$ cat src/rtl/irq_pending_ctrl.sv
`default_nettype none
// ============================================================================
// Module   : irq_pending_ctrl
// Purpose  : Synchronises eight request lines, latches rising edges as pending,
//            presents masked pending to the priority encoder and clears on ack.
// Revision : 1.0 - initial release
// ============================================================================
module irq_pending_ctrl (
   input  logic       clk,
   input  logic       rst_n,
   input  logic [7:0] irq_in,
   input  logic [7:0] mask,
   input  logic       enable,
   output logic [7:0] d,
   output logic       en,
   input  logic [2:0] svc_code,
   input  logic       svc_ack,
   output logic       busy,
   output logic [7:0] ovf,
   input  logic       ovf_clr
);

   localparam logic [1:0] S_IDLE  = 2'd0;
   localparam logic [1:0] S_REQ   = 2'd1;
   localparam logic [1:0] S_CLEAR = 2'd2;

   logic [7:0] s1_q, s2_q, s3_q;
   logic [7:0] pend_q, pend_d;
   logic [7:0] ovf_q, ovf_d;
   logic [1:0] state_q, state_d;
   logic       en_q, en_d;
   logic       busy_q, busy_d;
   logic [7:0] w_edge;
   logic [7:0] w_clr;
   logic       w_ack_hit;
   logic [2:0] w_svc_bit;

   // Code 0 is bit 7, so the serviced bit index is 7 - code, i.e. ~code.
   assign w_svc_bit = ~svc_code;
   assign w_edge    = s2_q & ~s3_q;
   assign w_ack_hit = (state_q == S_REQ) && enable && svc_ack && pend_q[w_svc_bit];
   assign w_clr     = w_ack_hit ? (8'd1 << w_svc_bit) : 8'd0;

   assign d    = pend_q & mask;
   assign en   = en_q;
   assign busy = busy_q;
   assign ovf  = ovf_q;

   // An edge arriving on a bit being cleared re-sets it and is not an overflow.
   always_comb begin
      pend_d = (pend_q & ~w_clr) | w_edge;
      ovf_d  = (ovf_q & ~{8{ovf_clr}}) | (w_edge & pend_q & ~w_clr);
   end

   always_ff @(posedge clk or negedge rst_n) begin
      if (!rst_n) begin
         s1_q    <= 8'd0;
         s2_q    <= 8'd0;
         s3_q    <= 8'd0;
         pend_q  <= 8'd0;
         ovf_q   <= 8'd0;
         state_q <= S_IDLE;
         en_q    <= 1'b0;
         busy_q  <= 1'b0;
      end else begin
         s1_q    <= irq_in;
         s2_q    <= s1_q;
         s3_q    <= s2_q;
         pend_q  <= pend_d;
         ovf_q   <= ovf_d;
         state_q <= state_d;
         en_q    <= en_d;
         busy_q  <= busy_d;
      end
   end

   always_comb begin
      state_d = state_q;
      if (!enable) begin
         state_d = S_IDLE;
      end else begin
         case (state_q)
            S_IDLE:  if (d != 8'd0) state_d = S_REQ;
            S_REQ: begin
               if (w_ack_hit)        state_d = S_CLEAR;
               else if (d == 8'd0)   state_d = S_IDLE;
            end
            S_CLEAR: state_d = S_IDLE;
            default: state_d = S_IDLE;
         endcase
      end
   end

   // Outputs are registered alongside the state they decode.
   always_comb begin
      en_d   = (state_d == S_REQ);
      busy_d = (state_d == S_REQ) || (state_d == S_CLEAR);
   end

endmodule
`default_nettype wire

$ cat config.mk
export PLATFORM = sky130hd
export DESIGN_NAME = irq_pending_ctrl
export DESIGN_NICKNAME = d
export VERILOG_FILES = /design/src/rtl/irq_pending_ctrl.sv
export SDC_FILE = /design/constraint.sdc
export NUM_CORES = 1
export LEC_CHECK = 0
export CAP_MARGIN = 30
export CORE_ASPECT_RATIO = 1.2
export CORE_UTILIZATION = 44
export DETAILED_ROUTE_END_ITERATION = 10
export PLACE_DENSITY = 0.84
export SYNTH_ARGS = -nofsm -noshare
export SYNTH_HDL_FRONTEND = slang
export SYNTH_SLANG_ARGS = --single-unit
export TNS_END_PERCENT = 5
$ cat constraint.sdc
create_clock -name clk -period 2.7 [get_ports clk]
set_input_delay 0.54 -clock clk [delete_from_list [all_inputs] [get_ports clk]]
set_output_delay 0.54 -clock clk [all_outputs]
set_load 0.005 [all_outputs]
### After elaboration in Yosys (flattened, before gate mapping)

Index checks and enable logic that the tools add are counted.
W data, S select, Z words.

* $lt $le $gt $ge: 1
* bitwise gates (word level): 12
* shift operators: 1
* reduce and logical (&&, ||, !) cells: 7
* multiplexer cells: 8
* equal/unequal tests: 3

Operators with widths (number)
* $and A8 B8 Y8: 6
* $not A8 Y8: 3
* $or A8 B8 Y8: 2
* $logic_not A8 Y1: 1
* $mux W2: 4
* $mux W8: 1
* $reduce_bool A8 Y1: 1
* $shl A1 B3 Y8 const A: 1
* $eq A2 B1 Y1 const B: 2
* $lt A3 B4 Y1 const B: 1
* $pmux W2 S2: 1
* $bmux W1 S3: 1
* $logic_and A1 B1 Y1: 3
* $not A3 Y3: 1
* $eq A2 B2 Y1 const B: 1
* $logic_not A2 Y1: 1
* $logic_or A1 B1 Y1: 1
* $mux W1: 1

* register bits: 44
* word-level logic and storage cells: 40

### Longest topological paths before layout

* depth after elaboration: 9
* gate-level depth with buffers: 6
* gate-level depth less buffers: 6

### Worst setup path after synthesis

OpenSTA, ideal clock, no wires.

* path kind: input to register
* start point: input mask[5]
* end point: register busy_q (netlist: busy)
* setup slack: 0.523 ns
* stages on the path: 6
* path buffers: 0
* arrival time: 2.064 ns
* cell sequence: and2_1 or4_1 or4_1 nor4bb_1 ha_1 inv_1

* cells in the longest elaborated chain, start to end: 8
* elaborated cells between the ends (all ways): 11
* classes of those cells: eq/ne (2); mux (5); bitwise (1); reduce/logical (3)

RTL lines
* from (decl): line 12 `input logic [7:0] mask,`
* $and A8 B8 Y8 (*): line 44 `assign d = pend_q & mask;`
* $logic_not A8 Y1: line 86 `else if (d == 8'd0) state_d = S_IDLE;`
* $mux W2: line 86
* $mux W2: line 85 `if (w_ack_hit) state_d = S_CLEAR;`
* $pmux W2 S2 (*): line 82 `case (state_q)`
* $mux W2 (*): line 79 `if (!enable) begin`
* net state_d[0]: line 30 `logic [1:0] state_q, state_d;`
* $eq A2 B1 Y1 / $eq A2 B2 Y1 (equally long branches): line 97 `busy_d = (state_d == S_REQ) || (state_d == S_CLEAR);`
* $logic_or A1 B1 Y1 (*): line 97
* net busy_d: line 32 `logic busy_q, busy_d;`
* to (signal assigned): line 73 `busy_q <= busy_d;`
* to (decl): line 32

The timed path passes the listed nets; every way through them passes the cells marked *.

### Worst setup path in the final report

* start point: input mask[4]
* end point: register busy_q (netlist: busy)

The elaborated chain is that of the path after synthesis.

==> metrics.md <==
| Metric | Value |
|---|---|
| Status | `complete, no violations` |
| Pins over their slew limit | `0` |
| Pin count of the biggest net entering global routing | `45` |
| Seq/Total Area, Yosys | `72.55%` |
| Share of cells above drive strength 1 | `8.075%` |
| TritonCTS Buffers | `5` |
| Max frequency | `426.6 MHz` |
| Routed Antenna Nets | `0` |
| Htree depth | `2` |
| Most used cell, CP | `or4_1` |
| Post-synth top area share | `72.55%` |
| Crit. Startpoint | `mask[4]` |
| Setup bufs post-CTS | `0` |
| First-pass GRT wire length | `4.664 mm` |
| GR met3 Demand/Resource | `5.284%` |
| Fin util | `62.57%` |
| Leading register cell type out of synthesis | `dfrtp_1` |
| Setup TNS | `0 ns` |
| Worst-Margin Slew | `0.8987 ns` |
| Layout Nets | `185` |
| Drt first pass iters | `4` |
| Main combinational cell family by area after synthesis | `simple AND/OR/NAND/NOR gates` |
| Core Footprint | `3309 sq um` |
| FFs w/ async S/R, synth | `100.0%` |
| # hold bufs at CTS | `0` |
| Critical Path End Type | `flop` |
| Worst Path Arrival | `2.52 ns` |
| Initial DRC count | `28` |
| Worst Path Buf+Inv | `2` |
| DRC violations left | `0` |
| Worst reg-to-reg setup slack | `0.58 ns` |
| Post-CTS sizing | `0` |
| Area delta synth->final | `36.44%` |
| Post-synthesis adder-cell area fraction | `0.8244%` |
| Min-Delay Path Class | `reg2reg` |
| GRT busiest layer | `met2` |
| Syn nets | `136` |
| Clock Latency Late Sink | `0.28 ns` |
| Pwr per Cell Area | `610.0 nW/um^2` |
| Vias in the first global route | `1083` |
| Period minus WS final | `2.344 ns` |
| R2r endpoint | `busy` |
| Hold Path Cell Cnt | `0` |
| Worst hold endpoint | `s2_q[4]` |
| Endpoints failing hold | `0` |
| Clock tree root driver cell | `clkbuf_8` |
| Post-Synthesis Cells | `111` |
| Global Route Usage Sum | `17.12%` |
| Mux cell area share after synthesis | `3.215%` |
| Reg2reg path depth | `6` |
| CP max FO | `2` |
| Hpwl dp | `2.105 mm` |
| Slowest library cell on the worst path | `or4_1` |
| Final hold slack | `0.3509 ns` |
| Largest area contributor in the netlist | `dfrtp_1` |
| I/O Pins | `42` |
| Slew margin rel. | `40.09%` |
| Dpl ws | `0.05701 ns` |
| Period utilisation layout | `86.83%` |
| P_leak | `0.0008840 uW` |
| Clock Path Buffers | `2` |
| Via density | `5.076` |
| Routability cong. | `0.8712` |
| Crit Path Class | `in2reg` |
| Fill cell count | `249` |
| Post-synth EDFFs | `0` |
| RSZ-0062 raised after global routing | `false` |
| Overall routed net length | `2.740 mm` |
| Post-synthesis cell area | `1518 sq um` |
| PnR worst setup slack | `0.3557 ns` |
| Peak supply drop | `0.0004753 V` |
| Die Y-Extent | `66.34 microns` |
| # port buffers | `41` |
| Syn_area_per_cell | `13.67 sq um` |
| Endpoints failing setup | `0` |
| Commonest cells after routing, fill and taps aside | `44 x dfrtp_1, 40 x clkdlybuf4s50_1, 12 x inv_1, 10 x nand2_1, 10 x nand2b_1` |
| Cell family with most CP delay | `simple AND/OR/NAND/NOR gates` |
| Via Count | `1005` |
| GRT overflow | `0` |
| Met2 usage | `29.82%` |
| Commonest non-fill, non-tap cell in the layout | `dfrtp_1` |
| Count of state elements after synthesis | `44` |
| GR Util met1 | `17.87%` |
| # diodes | `0` |
| Initial antenna violation count | `0` |
| Compound-gate portion of the synthesized area | `6.678%` |
| Post-synthesis xor/xnor area fraction | `0%` |
| Die Area | `3689 sq um` |
| Hold path start | `s1_q[4]` |
| Synth Warn # | `0` |
| RR Startpoint | `pend_q[5]` |
| Startpoint types | `input pin` |
| CTS tree | `yes` |
| Clk_skew | `0.006012 ns` |
| Rows | `23` |
| Die width | `55.62 microns` |
| Routed len/inst | `13.84 microns` |
| Netlist cell types | `18` |
| Crit path cell chain | `clkdlybuf4s50_1 -> and2_4 -> or4_1 -> or4_1 -> nor4bb_1 -> ha_1 -> inv_1` |
| Starting Density | `45.86%` |
| Required time worst endpoint | `2.88 ns` |
| CTS clk-pin slew, worst paths | `0.07 ns` |
| Max-cap violations | `0` |
| Simple-gate share of the synthesized area | `13.52%` |
| Largest cells by area after synthesis | `dfrtp_1 73%, nand2b_1 4.1%, o22ai_1 3.7%` |
| Biggest cell delay along the critical path | `0.50 ns` |
| # clock sinks | `44` |
## final cells by class
type / instances / area [sq um] / area share [%]
tap: 37 / 46.29 / 2.236
multi-input combinational: 54 / 367.9 / 17.76
inverter: 12 / 45.04 / 2.175
timing repair buffer: 43 / 420.4 / 20.30
clock buffer: 8 / 90.09 / 4.350
sequential: 44 / 1101 / 53.17
## sequential cells by signal, summed over array words and instances, names as in the netlist
name	count
ovf	8
s2_q	8
busy	1
s3_q	8
en	1
s1_q	8
pend_q	8
state_q	2
## report_power, final
group | total (uW) | internal, uW | switching, uW
logic | 149 | 92.0 | 57.0
clock network | 399 | 208 | 191
registers | 715 | 698 | 16.9
## stage by stage
stage / std cells / cell area [sq um] / power, uW
floorplan: 111 / 1518 / 769.1
global placement: 190 / 1981 / 872.4
detailed placement: 190 / 1981 / 879.5
CTS: 198 / 2071 / 1284
global route: 198 / 2071 / 1327
finish: 198 / 2071 / 1263
## how the worst max path moves through the flow
stage / end / slack, ns / depth (start not counted)
2_1_floorplan: busy / 0.52 / 6
3_3_place_gp: busy / 0.07 / 7
3_5_place_dp: busy / 0.06 / 7
4_1_cts: busy / 0.35 / 7
5_1_grt: busy / 0.23 / 7
6_report: busy / 0.36 / 7
## Yosys cell counts, types with 2 or more instances
| cell | number |
|---|---|
| nand2b_1 | 10 |
| dfrtp_1 | 44 |
| and2_1 | 7 |
| o22ai_1 | 9 |
| or4_1 | 2 |
| o21ai_0 | 6 |
| inv_1 | 12 |
| o31ai_1 | 2 |
| nand2_1 | 10 |
## metal layers
metal	part of all wire [%]	wire [microns]	vias to the layer above
met3	5.9	163	6
met5	0	0	-
met4	2.2	61	0
met1	38	1052	494
met2	53	1462	35
li1	-	-	470
## cell families (layout without fill, tap and decap cells)
group                      after synthesis  after routing
AOI/OAI and AO/OA                       17             17
adders and majority gates                1              1
buffers and inverters                   13             63
DFF                                     44             44
muxes                                    2              2
and+or+nand+nor                         34             34
No activity file was read; power rests on OpenSTA's default activity.
